--- src/rtl/control_unit.sv ---
// RV32I main decoder: maps opcode/funct3/funct7 to the ID/EXE control bundle.
// Purely combinational; illegal encodings decode to the all-zero (flush) bundle.
module control_unit (
  input  logic       clk,
  input  logic       rst,
  input  logic [6:0] op,
  input  logic [2:0] funct3,
  input  logic [6:0] funct7,
  output logic [1:0] result_src,
  output logic       branch,
  output logic       jal,
  output logic       jalr,
  output logic       mem_store,
  output logic       mem_load,
  output logic [3:0] alu_control,
  output logic       alu_src,
  output logic [2:0] imm_src,
  output logic       register_write
);

  localparam logic [6:0] OpLoad   = 7'b0000011;
  localparam logic [6:0] OpStore  = 7'b0100011;
  localparam logic [6:0] OpImm    = 7'b0010011;
  localparam logic [6:0] OpReg    = 7'b0110011;
  localparam logic [6:0] OpBranch = 7'b1100011;
  localparam logic [6:0] OpJal    = 7'b1101111;
  localparam logic [6:0] OpJalr   = 7'b1100111;
  localparam logic [6:0] OpLui    = 7'b0110111;
  localparam logic [6:0] OpAuipc  = 7'b0010111;

  localparam logic [3:0] AluAdd   = 4'b0000;
  localparam logic [3:0] AluSub   = 4'b0001;
  localparam logic [3:0] AluSll   = 4'b0010;
  localparam logic [3:0] AluSlt   = 4'b0011;
  localparam logic [3:0] AluSltu  = 4'b0100;
  localparam logic [3:0] AluXor   = 4'b0101;
  localparam logic [3:0] AluSrl   = 4'b0110;
  localparam logic [3:0] AluSra   = 4'b0111;
  localparam logic [3:0] AluOr    = 4'b1000;
  localparam logic [3:0] AluAnd   = 4'b1001;
  localparam logic [3:0] AluPassB = 4'b1010;
  localparam logic [3:0] AluAuipc = 4'b1011;

  localparam logic [2:0] ImmI     = 3'b000;
  localparam logic [2:0] ImmS     = 3'b001;
  localparam logic [2:0] ImmB     = 3'b010;
  localparam logic [2:0] ImmJ     = 3'b011;
  localparam logic [2:0] ImmShamt = 3'b100;
  localparam logic [2:0] ImmU     = 3'b101;

  // Clock and reset exist only for interface uniformity with the other decode blocks.
  logic unused_clk_rst;
  assign unused_clk_rst = clk ^ rst;

  logic       f7_zero;
  logic       f7_alt;
  logic       is_shift;
  logic [3:0] alu_base;
  logic [3:0] alu_alt;

  assign f7_zero  = (funct7 == 7'h00);
  assign f7_alt   = (funct7 == 7'h20);
  assign is_shift = (funct3 == 3'b001) || (funct3 == 3'b101);

  // funct3 map without funct7 modifier, and with it (only ADD/SRL have alternates).
  always_comb begin
    alu_base = AluAdd;
    unique case (funct3)
      3'b000: alu_base = AluAdd;
      3'b001: alu_base = AluSll;
      3'b010: alu_base = AluSlt;
      3'b011: alu_base = AluSltu;
      3'b100: alu_base = AluXor;
      3'b101: alu_base = AluSrl;
      3'b110: alu_base = AluOr;
      3'b111: alu_base = AluAnd;
      default: alu_base = AluAdd;
    endcase
    alu_alt = alu_base;
    if (funct3 == 3'b000) alu_alt = AluSub;
    if (funct3 == 3'b101) alu_alt = AluSra;
  end

  always_comb begin
    result_src     = 2'b00;
    branch         = 1'b0;
    jal            = 1'b0;
    jalr           = 1'b0;
    mem_store      = 1'b0;
    mem_load       = 1'b0;
    alu_control    = AluAdd;
    alu_src        = 1'b0;
    imm_src        = ImmI;
    register_write = 1'b0;
    case (op)
      OpLoad: begin
        mem_load       = 1'b1;
        register_write = 1'b1;
        alu_src        = 1'b1;
        result_src     = 2'b01;
      end
      OpStore: begin
        mem_store = 1'b1;
        alu_src   = 1'b1;
        imm_src   = ImmS;
      end
      OpImm: begin
        // Shift immediates reuse funct7 as an opcode extension; other funct3 carry imm bits.
        if (funct3 == 3'b001 && f7_zero) begin
          register_write = 1'b1;
          alu_src        = 1'b1;
          imm_src        = ImmShamt;
          alu_control    = alu_base;
        end else if (funct3 == 3'b101 && (f7_zero || f7_alt)) begin
          register_write = 1'b1;
          alu_src        = 1'b1;
          imm_src        = ImmShamt;
          alu_control    = f7_alt ? alu_alt : alu_base;
        end else if (!is_shift) begin
          register_write = 1'b1;
          alu_src        = 1'b1;
          alu_control    = alu_base;
        end
      end
      OpReg: begin
        if (f7_zero) begin
          register_write = 1'b1;
          alu_control    = alu_base;
        end else if (f7_alt && (funct3 == 3'b000 || funct3 == 3'b101)) begin
          register_write = 1'b1;
          alu_control    = alu_alt;
        end
      end
      OpBranch: begin
        branch      = 1'b1;
        imm_src     = ImmB;
        alu_control = AluSub;
      end
      OpJal: begin
        jal            = 1'b1;
        register_write = 1'b1;
        result_src     = 2'b10;
        imm_src        = ImmJ;
      end
      OpJalr: begin
        jalr           = 1'b1;
        register_write = 1'b1;
        result_src     = 2'b10;
        alu_src        = 1'b1;
      end
      OpLui: begin
        register_write = 1'b1;
        alu_src        = 1'b1;
        imm_src        = ImmU;
        alu_control    = AluPassB;
      end
      OpAuipc: begin
        register_write = 1'b1;
        alu_src        = 1'b1;
        imm_src        = ImmU;
        alu_control    = AluAuipc;
      end
      default: ;
    endcase
  end

endmodule

--- config.mk ---
export PLATFORM = sky130hd
export DESIGN_NAME = control_unit
export DESIGN_NICKNAME = d
export VERILOG_FILES = /design/src/rtl/control_unit.sv
export SDC_FILE = /design/constraint.sdc
export NUM_CORES = 1
export LEC_CHECK = 0
export CORE_MARGIN = 5
export CORE_UTILIZATION = 32
export DETAILED_ROUTE_END_ITERATION = 10
export PLACE_DENSITY = 0.85
export RECOVER_POWER = 50
export SLEW_MARGIN = 20
export SYNTH_ARGS = -nofsm -noshare
export SYNTH_HDL_FRONTEND = slang
export SYNTH_SLANG_ARGS = --single-unit
export TNS_END_PERCENT = 1
--- constraint.sdc ---
create_clock -name vclk -period 2.4
set_input_delay 0.6 -clock vclk [all_inputs]
set_output_delay 0.6 -clock vclk [all_outputs]
set_load 0.02 [all_outputs]
# After elaboration in Yosys (flattened, before gate mapping)
# Memories as Yosys holds them, arrays and structs flattened.
# Index checks and enable logic that the tools add are counted.
dict set report word_totals {
  register_bits 0
  memories 1
  rom_bits 32
  wordCells 50
  output_inout_bits 16
}
dict set report op_classes {
  eq_ne 12
  n_reduce_logical 12
  n_mux 25
}
# memory words word_bits read_ports rd_ports_with_merged_regs write_ports line_no
set mem_list {}
lappend mem_list {{(no name shown)} 8 4 1 0 0 68} ;# unique case (funct3)
# cell count
set ops {}
lappend ops {{$mux W4} 8}
lappend ops {{$eq A7 B6 Y1 const B} 4}
lappend ops {{$eq A7 B7 Y1 const B} 3}
lappend ops {{$pmux W4 S5} 1}
lappend ops {{$pmux W3 S5} 1}
lappend ops {{$eq A7 B5 Y1 const B} 2}
lappend ops {{$mux W1} 10}
lappend ops {{$reduce_or A5 Y1} 2}
lappend ops {{$eq A7 B2 Y1 const B} 1}
lappend ops {{$logic_not A7 Y1} 1}
lappend ops {{$mux W3} 2}
lappend ops {{$pmux W2 S2} 1}
lappend ops {{$reduce_or A2 Y1} 2}
lappend ops {{$eq A3 B1 Y1 const B} 1}
lappend ops {{$eq A3 B3 Y1 const B} 1}
lappend ops {{$logic_and A1 B1 Y1} 3}
lappend ops {{$logic_not A3 Y1} 1}
lappend ops {{$logic_or A1 B1 Y1} 3}
lappend ops {{$pmux W1 S3} 1}
lappend ops {{$pmux W1 S2} 1}

# Depth between registers and ports, before layout
# Gate-level depths: netlist of the first run.
dict set report depth {
  ltp_word 7
  ltp_mapped 6
  mapped_depth_nobuf 6
}

# Least setup slack after synthesis of the first run
# Ideal clock, no wire load.
dict set report synth_path {
  path_type {input-to-output}
  startpoint {input funct7[1]}
  endpoint {output alu_control[2]}
  arrival_time_ps 1997
  setup_slack_ps -197
  n_path_buf 0
  stages 4
  required_ps 1800
  path_cell_list {or4_4 > a2111oi_4 > o21ai_2 > a311oi_2}
}
dict set report synth_via {
  elab_chain_cells 6
  elab_cells_between_ends 12
  cone_classes {eq/ne (1); mux (6); reduce/logical (5)}
}
# item line_no
set synth_rtl {}
lappend synth_rtl {{from (decl)} 8} ;# input logic [6:0] funct7,
lappend synth_rtl {{$eq A7 B6 Y1 / $logic_not A7 Y1 (equally long branches)} {62, 61}}
lappend synth_rtl {{$logic_or A1 B1 Y1} 114} ;# end else if (funct3 == 3'b101 && (f7_zero || f7_alt)) begin
lappend synth_rtl {{$logic_and A1 B1 Y1} 114}
lappend synth_rtl {{$mux W4} 114}
lappend synth_rtl {{$mux W4} 109} ;# if (funct3 == 3'b001 && f7_zero) begin
lappend synth_rtl {{$pmux W4 S5 (*)} 95} ;# case (op)
lappend synth_rtl {{to (decl)} 15} ;# output logic [3:0] alu_control,
# Every way passes the cells marked *; elsewhere a longest branch is shown, timed or not.

# Worst setup path in the final report of the first run
dict set report layout_path {
  startpoint {input funct7[2]}
  endpoint {output register_write}
}
dict set report layout_via {
  elab_chain_cells 6
  elab_cells_between_ends 11
  cone_classes {eq/ne (1); mux (5); reduce/logical (5)}
}
# item line_no
set layout_rtl {}
lappend layout_rtl {{$eq A7 B6 Y1 / $logic_not A7 Y1 (equally long branches)} {62, 61}}
lappend layout_rtl {{$logic_or A1 B1 Y1} 114}
lappend layout_rtl {{$logic_and A1 B1 Y1} 114}
lappend layout_rtl {{$mux W1} 114}
lappend layout_rtl {{$mux W1} 109}
lappend layout_rtl {{$pmux W1 S3 (*)} 95}
lappend layout_rtl {{to (decl)} 18} ;# output logic register_write
# Marks and branches as above.

==> results of run 1 <==
## cell type report
class / instances / area, um2
multi-input cells: 57 / 517
repair buffers: 61 / 503
fillers: 93 / 244
inverters: 5 / 18.8
well taps: 15 / 18.8
## per-layer routing
layer	routed length [um]	up-vias	share of wire (%)
met1	910	351	41
met5	0	-	0
met2	1210	22	54
met4	0	0	0
li1	-	360	-
met3	104	0	4.7
## cells in the final DEF, fill, tap and decap left out, types with 2 or more instances in the layout
cell type / count
buf_4: 32
dlygate4sd2_1: 9
nor2_1: 8
buf_6: 7
inv_1: 4
dlymetal6s2s_1: 4
nand2_1: 3
nor3_1: 3
nand4b_1: 3
ha_1: 3
clkbuf_2: 3
buf_2: 3
nand3b_1: 2
nand3_1: 2
nor2_2: 2
nor4_1: 2
nand2b_1: 2
mux2i_1: 2
## repair_timing
action	4_1_cts	5_1_grt
endpoints found under the setup margin	16	13
gates resized for setup	102	15
pin swaps	11	10
endpoints found under the hold margin	0	0
buffers inserted	2	2
## report_power, final
group | switching (mW) | total, mW | internal, mW | leakage, nW
logic | 0.0627 | 0.126 | 0.0633 | 0.528
clock network | 0 | 0 | 0 | 0
registers | 0 | 0 | 0 | 0
## metrics by stage
stage	instance area (um2)	power [mW]	setup TNS, ns	instances	setup WS, ns
after CTS	1010	0.115	-1.95	136	-0.344
after detailed placement	987	0.114	-12.70	134	-1.07
after global routing	1060	0.135	-2.30	138	-0.432
final	1060	0.126	-1.79	138	-0.369
after global placement	987	0.109	-11.85	134	-1.03
after floorplan	469	0.0431	-0.239	65	-0.0910
## Yosys cell counts
cell / count / share of area, %
mux2i_1: 2 / 4.5
o31ai_1: 1 / 1.7
a311oi_2: 1 / 3.4
a2111oi_4: 1 / 6.2
nand2b_1: 2 / 2.8
or4_4: 1 / 2.5
a31o_2: 1 / 2.0
nor3_1: 3 / 3.4
nor2_1: 11 / 9.3
o311ai_0: 1 / 2.0
ha_1: 4 / 11
xor2_1: 1 / 2.0
nand3b_1: 2 / 3.4
clkbuf_1: 3 / 2.5
o21bai_1: 2 / 3.4
nor4_1: 2 / 2.8
or2_1: 1 / 1.4
or2_2: 1 / 1.4
a21oi_1: 2 / 2.3
nor2b_1: 1 / 1.4
nand4bb_1: 1 / 2.5
inv_1: 5 / 4.2
nor4b_1: 1 / 2.0
or3_1: 2 / 2.8
o211ai_1: 1 / 1.7
nand4b_1: 3 / 5.9
nand3_1: 2 / 2.3
a211oi_1: 1 / 1.7
o21ai_2: 1 / 2.0
o22ai_1: 1 / 1.4
nand2_1: 3 / 2.5
and2_1: 1 / 1.4
## kinds of logic after synthesis
family / Yosys count / synth area share (%)
AND/OR/NAND/NOR: 37 / 47.9
AO/OA/AOI/OAI: 13 / 27.6
buffers and inverters: 8 / 6.76
adder cells (fa/ha/maj): 4 / 11.3
multiplexers: 2 / 4.51
XOR/XNOR: 1 / 1.97
## worst min-delay path by stage
stage / start / end / slack (ns) / depth (start not counted)
final: op[2] / branch / 1.61 / 3
after global routing: op[2] / branch / 1.62 / 3
after CTS: op[3] / jalr / 1.68 / 3
after detailed placement: op[3] / jalr / 2.34 / 3
after global placement: op[3] / jalr / 2.33 / 3
after floorplan: op[5] / mem_load / 1.25 / 1
==> impl_metrics.csv, run 1 <==
group,metric,value,unit
run_status,status,"finished, violations left",
run_status,failed_checks,"negative setup slack",
timing,rsz0062_at_grt,"yes",
yosys,syn-instance-count,65,
global_routing,met1_usage,25.2,%
critical_path,cp_cell_sequence,"buf_6 -> or4_4 -> buf_6 -> a211oi_4 -> nand4b_1 -> buf_4 -> nand4b_1 -> buf_4",
global_routing,grt_pass1_vias,720,
final_layout,design.seq.count,0,
global_routing,track_usage,19.5,%
die,fp.dieArea,2230,um2
timing,max_slew_margin,78.4,%
critical_path,crit_family,"simple AND/OR/NAND/NOR gates",
critical_path,worstPathArrival,2.17,ns
yosys,syn_nets,88,
global_routing,use_met3,0,%
route,initialDrtViolationCount,19,
global_routing,grt_pass1_wl,3190,um
die,rows,13,
global_routing,antenna_found_initial,0,
critical_path,endpoint_kind,"output port",
die,io_pins,35,
global_routing,grt_max_degree,7,
pwr,ir_drop,0.0000958,V
final_layout,fin_nets,148,
die,die_w,47.3,um
timing,worst_pin_slew,0.320,ns
critical_path,cp_num_buf_inv,4,
route,num_vias,733,
timing,setup_ws,-0.369,ns
final_layout,layout-drive-gt1-share,52.0,%
timing,fin_crit,2.77,ns
route,ant_nets,0,
timing,final-setup-viol-count,8,
route,drc,0,
global_routing,overflow,0,
route,routed_wirelength,2230,um
final_layout,syn2layout_area_growth,138,%
yosys,yosysSeqAreaShare,0,%
pwr,leakagePower,0.528,nW
die,initial_core_util,34.1,%
critical_path,worstPathMaxFanout,3,
final_layout,antennaDiodeCount,0,
yosys,synth_cell_types,32,
die,core_area,1300,um2
critical_path,critPathKind,"input pin to output port",
die,die_y,47.3,um
timing,whs,1.61,ns
critical_path,crit_slowest_cell,"or4_4",
critical_path,endpoint,"register_write",
critical_path,worst-path-stages,8,
critical_path,cp-start-kind,"input pin",
pwr,p_per_area,119,nW/um2
route,wl_per_cell,16.1,um
critical_path,critPathRequiredTime,1.80,ns
critical_path,crit_start,"funct7[2]",
yosys,synth_area,444,um2
worst_hold_path,hold_path_class,"input pin to output port",
placed_design,dp_hpwl,1700,um
global_routing,use_met2,38.0,%
final_layout,utilization,81.3,%
critical_path,cp_slowest_stage_delay,0.56,ns
route,via_per_inst,5.31,
yosys,synth_warnings,0,
job,cap_violations,0,
timing,finalHoldViolations,0,
final_layout,nClkBuffers,0,
placed_design,portBuffers,33,
global_routing,busiest_layer,"met2",
timing,drv_slew,0,
placed_design,routabilityCongestion,0.942,
final_layout,regArea,0,um2
yosys,syn_avg_cell_area,6.83,um2
timing,fin_crit_sh,115,%
timing,max_freq,0.361,GHz
clock_network,cts_hold_repair.buffers,0,
route,drt_pass1_iterations,4,
No activity file was read; power rests on OpenSTA's default activity.
==> inputs of run 2 (changes only) <==
--- a/config.mk
+++ b/config.mk
@@ -5,9 +5,9 @@
 export SDC_FILE = /design/constraint.sdc
 export NUM_CORES = 1
 export LEC_CHECK = 0
-export CORE_MARGIN = 5
-export CORE_UTILIZATION = 32
+export CORE_AREA = 5 5 42 44
 export DETAILED_ROUTE_END_ITERATION = 10
+export DIE_AREA = 0 0 47 49
 export PLACE_DENSITY = 0.85
 export RECOVER_POWER = 50
 export SLEW_MARGIN = 20
==> constraint.sdc (replaced) <==
create_clock -name vclk -period 2.7
set_input_delay 0.675 -clock vclk [all_inputs]
set_output_delay 0.675 -clock vclk [all_outputs]
set_load 0.02 [all_outputs]
==> run 2 against run 1 <==
  * The run still ends with negative setup slack left
  * Global-route usage down 2.2 points
  * Die area up 3.1%
  * Sequential cell count unchanged
  * Largest power group unchanged
==> impl_metrics.csv, run 2 (synthesis gave the netlist of run 1 again) <==
group,metric,value,unit
critical_path,critPathRequiredTime,2.03,ns
timing,fin_crit,2.79,ns
critical_path,critPathKind,"input pin to output port",
final_layout,design.seq.count,0,
worst_hold_path,whs_path_depth,4,
worst_hold_path,min_to,"alu_control[2]",
worst_hold_path,hold_path_class,"input pin to output port",
final_layout,finalNonFillerCells,138,
critical_path,endpoint_kind,"output port",
job,cap_violations,0,
route,routed_wirelength,1960,um
final_layout,layout-drive-gt1-share,49.2,%
pwr,ir_drop,0.0000799,V
timing,fin_tns_setup,-0.185,ns
final_layout,syn2layout_area_growth,134,%
timing,rsz0062_at_grt,"yes",
die,io_pins,35,
critical_path,cp_cell_sequence,"buf_6 -> or4_4 -> o311ai_1 -> nand4b_1 -> o211ai_1 -> buf_4",
placed_design,portBuffers,33,
clock_network,cts_hold_repair.buffers,0,
final_layout,nClkBuffers,0,
placed_design,routabilityCongestion,0.914,
final_layout,utilization,74.1,%
die,initial_core_util,31.7,%
global_routing,grt_pass1_wl,3190,um
die,die_y,49,um
run_status,status,"finished, violations left",
pwr,leakagePower,0.475,nW
final_layout,layout_commonest_cell,"buf_4",
route,wl_per_cell,14.2,um
global_routing,track_usage,17.4,%
route,drc,0,
route,num_vias,728,
die,fp.dieArea,2300,um2
final_layout,fin_nets,147,
critical_path,crit_slowest_cell,"or4_4",
route,ant_nets,0,
route,met1_length,747,um
route,wl_met3,142,um
critical_path,worstPathArrival,2.11,ns
timing,finalHoldViolations,0,
global_routing,overflow,0,
die,rows,14,
route,initialDrtViolationCount,10,
critical_path,worstPathMaxFanout,5,
global_routing,grt_max_degree,8,
run_status,failed_checks,"negative setup slack",
timing,final-setup-viol-count,4,
worst_hold_path,worstHoldStart,"funct3[1]",
global_routing,grt_pass1_vias,757,
die,core_area,1400,um2
timing,whs,1.95,ns
critical_path,cp_slowest_stage_delay,0.60,ns
timing,drv_slew,0,
final_layout,final_cell_mix,"buf_4 (31), dlygate4sd2_1 (14), nor2_1 (10)",
route,drt_pass1_iterations,6,
timing,setup_ws,-0.0870,ns
final_layout,antennaDiodeCount,0,
die,die_w,47,um
critical_path,cp-start-kind,"input pin",
route,top_layer_used,"met4",
route,wl_met2,1030,um
timing,max_freq,0.359,GHz
placed_design,preCtsSetupSlack,-0.942,ns
pwr,p_per_area,101,nW/um2
timing,worst_pin_slew,0.287,ns
route,via_per_inst,5.28,
critical_path,crit_start,"funct7[2]",
timing,max_slew_margin,80.9,%
global_routing,antenna_found_initial,0,
placed_design,dpl.cell_count,136,
placed_design,dp_hpwl,1520,um
final_layout,regArea,0,um2
timing,fin_crit_sh,103,%
==> run 2: changes by cell type in the layout (fill, tap and decap cells not counted), moves of 2 or more <==
cell | previous run | this run
dlymetal6s2s_1 | 4 | 0
clkdlybuf4s15_1 | 1 | 5
buf_6 | 7 | 3
dlygate4sd2_1 | 9 | 14
nor2_1 | 8 | 10
==> run 2: worst max path at each step <==
stage                     end  cells past startpoint
6_report       alu_control[0]                      6
3_3_place_gp   alu_control[2]                      6
5_1_grt        alu_control[2]                      6
3_5_place_dp   alu_control[2]                      6
2_1_floorplan  alu_control[2]                      4
4_1_cts        alu_control[0]                      6
==> run 2: area by class of cell <==
| cell class | instances | area (um2) |
|---|---|---|
| Timing Repair Buffer | 60 | 485 |
| Fill cell | 124 | 363 |
| Multi-Input combinational cell | 57 | 514 |
| Tap cell | 16 | 20.0 |
| Inverter | 5 | 18.8 |
==> run 2: per-stage QoR <==
step                cell area, um2  power (mW)
finish                        1040       0.105
global route                  1040       0.113
CTS                           1010      0.0992
detailed placement             971      0.0959
global placement               971      0.0938
floorplan                      444      0.0361
==> run 2: worst max-delay path, delay by kind of cell <==
family | cells | cell delay, ns
and+or+nand+nor | 2 | 0.75
AOI/OAI and AO/OA | 2 | 0.43
buffers and inverters | 2 | 0.26
==> run 2: routing by layer <==
layer  track usage [%]  vias up
met5                 0        -
met2              33.0       28
met3              1.48        4
li1                  -      355
met4             0.922        0
met1              20.7      341
==> run 2: timing repair <==
| item | in CTS | in global routing |
|---|---|---|
| endpoints found under the hold margin | 0 | 0 |
| pin swaps | 14 | 6 |
| buffers inserted | 2 | 0 |
| resized for setup | 97 | 8 |
| setup endpoints to repair | 16 | 8 |
==> run 2: where the power goes <==
| part | switching, mW | leakage, nW | internal, mW |
|---|---|---|---|
| Clock | 0 | 0 | 0 |
| Combinational | 0.0507 | 0.475 | 0.0541 |
| Sequential | 0 | 0 | 0 |
